**src/rtl/demux2_buf.sv**
```systemverilog
// 1-to-2 buffered demultiplexer: each accepted word is steered by in_sel into one
// of two independent valid/ready FIFOs, so a stalled sink never blocks the other.
module demux2_buf #(
    parameter int WIDTH = 32,
    parameter int DEPTH = 2,
    localparam int CW = $clog2(DEPTH + 1)
) (
    input  logic             clk,
    input  logic             rst_n,
    input  logic             in_valid,
    output logic             in_ready,
    input  logic [WIDTH-1:0] in_data,
    input  logic             in_sel,
    output logic             out0_valid,
    input  logic             out0_ready,
    output logic [WIDTH-1:0] out0_data,
    output logic             out1_valid,
    input  logic             out1_ready,
    output logic [WIDTH-1:0] out1_data,
    output logic [CW-1:0]    out0_count,
    output logic [CW-1:0]    out1_count
);

    localparam int PW = $clog2(DEPTH);
    localparam logic [CW-1:0] FULL = CW'(DEPTH);

    logic [1:0]                 fifo_push;
    logic [1:0]                 fifo_pop;
    logic [1:0]                 fifo_valid;
    logic [1:0]                 out_ready;
    logic [1:0][CW-1:0]         count_all;
    logic [1:0][WIDTH-1:0]      head_all;

    assign out_ready = {out1_ready, out0_ready};

    // Ready looks only at the registered occupancy of the selected FIFO, so there
    // is no combinational path from either sink's ready back to the producer.
    assign in_ready = (count_all[in_sel] != FULL);

    genvar gi;
    generate
        for (gi = 0; gi < 2; gi++) begin : g_fifo
            logic [WIDTH-1:0] mem_reg [DEPTH];
            logic [PW-1:0]    wr_ptr_reg;
            logic [PW-1:0]    rd_ptr_reg;
            logic [CW-1:0]    count_reg;

            assign fifo_push[gi]  = in_valid & in_ready & (in_sel == 1'(gi));
            assign fifo_valid[gi] = (count_reg != '0);
            assign fifo_pop[gi]   = fifo_valid[gi] & out_ready[gi];
            assign count_all[gi]  = count_reg;
            assign head_all[gi]   = mem_reg[rd_ptr_reg];

            always_ff @(posedge clk or negedge rst_n) begin
                if (!rst_n) begin
                    for (int i = 0; i < DEPTH; i++) begin
                        mem_reg[i] <= '0;
                    end
                    wr_ptr_reg <= '0;
                    rd_ptr_reg <= '0;
                    count_reg  <= '0;
                end else begin
                    if (fifo_push[gi]) begin
                        mem_reg[wr_ptr_reg] <= in_data;
                        wr_ptr_reg          <= wr_ptr_reg + PW'(1);
                    end
                    if (fifo_pop[gi]) begin
                        rd_ptr_reg <= rd_ptr_reg + PW'(1);
                    end
                    // Count disambiguates full from empty; pointers simply wrap.
                    case ({fifo_push[gi], fifo_pop[gi]})
                        2'b10:   count_reg <= count_reg + CW'(1);
                        2'b01:   count_reg <= count_reg - CW'(1);
                        default: count_reg <= count_reg;
                    endcase
                end
            end
        end
    endgenerate

    assign out0_valid = fifo_valid[0];
    assign out1_valid = fifo_valid[1];
    assign out0_data  = head_all[0];
    assign out1_data  = head_all[1];
    assign out0_count = count_all[0];
    assign out1_count = count_all[1];

endmodule

```
**config.mk**
```make
export PLATFORM = sky130hd
export DESIGN_NAME = demux2_buf
export DESIGN_NICKNAME = d
export VERILOG_FILES = /design/src/rtl/demux2_buf.sv
export SDC_FILE = /design/constraint.sdc
export NUM_CORES = 1
export LEC_CHECK = 0
export ABC_AREA = 1
export CAP_MARGIN = 20
export CORE_MARGIN = 4
export CORE_UTILIZATION = 43
export DETAILED_ROUTE_END_ITERATION = 10
export GPL_TIMING_DRIVEN = 0
export MAX_ROUTING_LAYER = met4
export PLACE_DENSITY = 0.67
export REMOVE_ABC_BUFFERS = 1
export SYNTH_ARGS = -nofsm -noshare
export SYNTH_HDL_FRONTEND = slang
export SYNTH_SLANG_ARGS = --single-unit
export TNS_END_PERCENT = 20
```
**constraint.sdc**
```tcl
create_clock -name clk -period 2.35 [get_ports clk]
set_clock_uncertainty 0.05 [all_clocks]
set_input_delay 0.5875 -clock clk [delete_from_list [all_inputs] [get_ports clk]]
set_output_delay 0.5875 -clock clk [all_outputs]
set_load 0.02 [all_outputs]
```
# ---- After elaboration in Yosys (flattened, before gate mapping)
# Index checks and enable logic that the tools add are counted.
dict set report word_totals {
  ff_bits 136
  latch_bits 0
  mem_bits_rw 0
  romBits 0
  in_bits 38
  output_inout_bits 71
  word_cells 62
  mem_count 0
}
dict set report op_classes {
  n_addsub 8
  multipliers 0
  n_div 0
  order_cmp 7
  n_eq_ne 5
  shifts 0
  muxes 16
  bitwise_logic 10
  n_reduce_logical 6
}
# cell n
set ops {}
lappend ops {{32-bit two-way mux} 8}
lappend ops {{64-bit bitwise mux} 2}
lappend ops {{32-bit demux with 1-bit select} 2}
lappend ops {{2-bit >= comparator (second input constant)} 4}
lappend ops {{1-bit inverter with 2-bit output} 4}
lappend ops {{2-bit one-hot mux with 2 select lines} 2}
lappend ops {{2-bit nonzero test} 4}
lappend ops {{1-bit bitwise AND} 5}
lappend ops {{1-bit adder (second input constant)} 4}
lappend ops {{2-bit by 1-bit adder with 2-bit output (second input constant)} 2}
lappend ops {{2-bit by 1-bit == test with 1-bit output (second input constant)} 2}
lappend ops {{2-bit == test (second input constant)} 2}
lappend ops {{2-bit by 1-bit less-than comparator with 1-bit output (second input constant)} 2}
lappend ops {{2-bit two-way mux} 2}
lappend ops {{2-bit by 1-bit subtractor with 2-bit output (second input constant)} 2}
lappend ops {{1-bit logical AND} 2}
lappend ops {{1-bit by 2-bit less-than comparator with 1-bit output (second input constant)} 1}
lappend ops {{2-bit inequality test (second input constant)} 1}
lappend ops {{1-bit inverter} 1}

# ---- Logic depth before layout (Yosys ltp)
dict set report depth {
  ltp_word 7
  depth_mapped 9
  mapped_depth_nobuf 9
}

# ---- Least setup slack after synthesis
# Ideal clock, no wire load.
dict set report synth_timing {
  path_type {input port to flip-flop}
  from {input port in_valid}
  to {register g_fifo[0].count_reg[1] (netlist: out0_count[1])}
  t_arrival_ns 1.669
  t_required_ns 2.177
  slack_ns 0.508
  path_stages 7
  n_path_buf 2
  cell_sequence {buf_2 -> clkbuf_1 -> nand2_1 -> ha_1 -> inv_1 -> nand3_1 -> xor2_1}
}
dict set report synth_via {
  elab_chain_cells 4
  word_cells_on_any_way 6
  cone_classes {2 x eq/ne; 1 x mux; 2 x bitwise; 1 x reduce/logical}
}
# item line
set synth_rtl {}
lappend synth_rtl {{from (decl)} 10} ;# input logic in_valid,
lappend synth_rtl {{1-bit bitwise AND (*) (2 in a row)} 48} ;# assign fifo_push[gi] = in_valid & in_ready & (in_sel == 1'(gi));
lappend synth_rtl {{2-bit by 1-bit == test with 1-bit output / 2-bit == test (equally long branches)} 71} ;# case ({fifo_push[gi], fifo_pop[gi]})
lappend synth_rtl {{2-bit one-hot mux with 2 select lines / 2-bit nonzero test (equally long branches)} n/a}
lappend synth_rtl {{to (signal assigned)} 72} ;# 2'b10: count_reg <= count_reg + CW'(1);
lappend synth_rtl {{to (signal assigned)} 73} ;# 2'b01: count_reg <= count_reg - CW'(1);
lappend synth_rtl {{to (signal assigned)} 74} ;# default: count_reg <= count_reg;
lappend synth_rtl {{to (decl)} 46} ;# logic [CW-1:0] count_reg;
# Every way passes the cells marked *; elsewhere a longest branch is shown, timed or not.
# A chain may end at the register's enable or synchronous reset.

# ---- Worst setup path after layout
dict set report layout_timing {
  from {register g_fifo[0].rd_ptr_reg}
  to {output port out0_data[26]}
}
dict set report layout_via {
  elab_chain_cells 4
}
# item line
set layout_rtl {}
lappend layout_rtl {{from (decl)} 45} ;# logic [PW-1:0] rd_ptr_reg;
lappend layout_rtl {{from (signal assigned)} 68} ;# rd_ptr_reg <= rd_ptr_reg + PW'(1);
lappend layout_rtl {{1-bit inverter with 2-bit output (implied by the code)} 52} ;# assign head_all[gi] = mem_reg[rd_ptr_reg];
lappend layout_rtl {{32-bit two-way mux (implied by the code) (3 in a row)} 52}
lappend layout_rtl {{to (decl)} 16} ;# output logic [WIDTH-1:0] out0_data,
# No other way between the ends. The select of a mux whose other input is x is not followed.

==> results.toml <==
[placement]
dp_cells = 1070
place_ws_ns = -1.31
hpwl_microns = 11500
gp_congestion = 0.764
postPlaceCellArea_sq_um = 7880
port_buffers = 108

[global_routing]
use_met1 = 0.346
overflow = 0
grt_pass1_wl_microns = 31600
antenna_found_initial = 0
track_usage = 0.249
grt_start_max_net_pins = 75
use_met3 = 0.0430
grt_pass1_vias = 5909
grt.busiest_layer = "met2"
grt_use_met2 = 0.377

[clock_network]
clk_path_buf_depth = 2
clkTransAtPathRegs_ns = 0.05
cts_made_buffers = 17
cts_max_level = 4
clock-sinks = 136
clk_latency_ns = 0.41
cts_root_buf = "clkbuf_16"
cts_tree = "yes"
ctsHoldBuffers = 0

[sta]
slew_viol_final = 0
worst_slack_ns = 0.0361
setup_violations = 0
hold_slack_ns = 0.104
hold_violations = 0
worst_pin_slew_ns = 0.936
setup_tns_ns = 0
period_share = 0.985
rsz0062_at_grt = "yes"
max-slew-margin-rel = 0.376
finalCriticalPeriod_ns = 2.31
fmax_ghz = 0.432

[drt]
ant_nets = 0
drtIter0Drc = 580
drt_wl_total_microns = 19700
wl_per_cell_microns = 17.6
drc_errors = 0
viasPerCell = 5.45
firstDrtPassIters = 7
vias = 6100

[worst_setup_path]
worstSetupPathType = "reg -> out"
worstPathArrival_ns = 1.68
cp-end-kind = "output port"
start_kind = "flop"
cp_max_fo = 17
worstPathRequired_ns = 1.71

[floorplan]
die_area_sq_um = 17000
io_pins = 109
die_w_microns = 130
start_util = 0.441
row_count = 44
fp.coreArea_sq_um = 14600
die_h_microns = 130

[pwr]
ir_worst_vdd_mv = 0.862
power_leakage_nw = 4.54
powerDensity_nw_per_um2 = 1560
power_mw = 13.2

[synthesis]
synth.distinct_cells = 16
yosysSeqAreaShare = 0.529
syn_area_sq_um = 6430
postSynthCellCount = 829
avgSynthCellArea_sq_um = 7.76
ys_warn_count = 0
synth_seq_cells = 136

[layout]
seq_area_sq_um = 3420
fin_nets = 966
final_cells = 1119
diodes = 0
fin_util = 0.582
multi_input_area_sq_um = 2720
largest_reg_flops = 128
areaGrowthSynthToFinish_pct = 31.9
fin_area_sq_um = 8490
fill_cells = 1384
drive_above_1_share = 0.142

[run_status]
status = "complete, no violations"

[job]
max_cap_violations = 0

[min_path]
hp-class = "in -> async"
==> synth_stat cells <==
cell type / instances / area share
xnor2_1: 2 / 0.0027
inv_1: 12 / 0.0070
dfrtp_1: 136 / 0.53
buf_4: 8 / 0.0093
ha_1: 2 / 0.0039
inv_2: 1 / 0.00058
xor2_1: 4 / 0.0054
buf_1: 4 / 0.0023
nand3_1: 2 / 0.0016
a21oi_1: 2 / 0.0016
nand4_1: 132 / 0.13
clkinv_1: 2 / 0.0012
clkbuf_1: 48 / 0.028
nand2_1: 464 / 0.27
buf_2: 9 / 0.0070
or2_2: 1 / 0.00097
==> what timing repair did <==
item	in CTS	in global routing
setup endpoints to repair	152	78
gates resized for setup	230	20
gates cloned	4	0
pin swaps	2	0
setup buffers	14	3
==> routing by layer <==
metal | part of all wire | wire length [microns]
met1 | 0.44 | 8760
met2 | 0.47 | 9300
met3 | 0.069 | 1360
met4 | 0.014 | 277
met5 | 0 | 0
==> critical path, stage by stage, from the launching register on <==
cell	delay, ns
dfrtp_4	0.50
buf_16	0.17
clkinv_8	0.10
buf_16	0.15
nand2_1	0.05
nand2_1	0.09
buf_2	0.17
==> area by class of cell <==
cell class | instances | share of cell area
sequential | 136 | 0.403
multi-input combinational | 611 | 0.320
timing repair buffer | 145 | 0.172
clock buffer | 25 | 0.0607
tap | 184 | 0.0271
inverter | 15 | 0.0130
clock inverter | 3 | 0.00472
==> power by group <==
group / switching (mW) / internal [mW] / leakage (nW)
registers: 0.701 / 3.46 / 1.69
clock network: 0.940 / 1.60 / 0.277
logic: 4.05 / 2.48 / 2.58
total: 5.69 / 7.54 / 4.54
==> logic make-up after synthesis <==
kind of cell | synth area share
simple gates | 0.402
fa+ha+maj | 0.00389
xor+xnor | 0.00817
compound gates | 0.00156
buf+inv | 0.0554
flops | 0.529
==> cell usage in the layout (no fill, tap or decap), types with 3 or more instances in the layout <==
cell / instances
inv_4: 3
clkbuf_8: 6
xor2_1: 4
buf_4: 22
clkdlybuf4s15_1: 6
clkdlybuf4s50_1: 39
buf_16: 13
clkbuf_16: 17
buf_2: 38
dfrtp_1: 129
dfrtp_2: 5
buf_8: 4
dlygate4sd2_1: 13
buf_6: 5
nand2_1: 462
nand4_1: 132
inv_1: 8
==> worst paths after layout <==
kind	startpoint	endpoint	slack (ns)	depth (start not counted)
worst min-delay path	rst_n	g_fifo[1].mem_reg[4]	0.10	1
min in group clk	g_fifo[0].mem_reg[3]	g_fifo[0].mem_reg[3]	0.43	2
worst max-delay path	g_fifo[0].rd_ptr_reg	out0_data[26]	0.04	6
max in group asynchronous	rst_n	g_fifo[0].rd_ptr_reg	1.33	2
worst min register to register	g_fifo[0].mem_reg[3]	g_fifo[0].mem_reg[3]	0.43	2
worst max register to register	out1_count[0]	g_fifo[1].mem_reg[3]	0.14	8
Note: power is estimated with default switching activity, not from simulation.
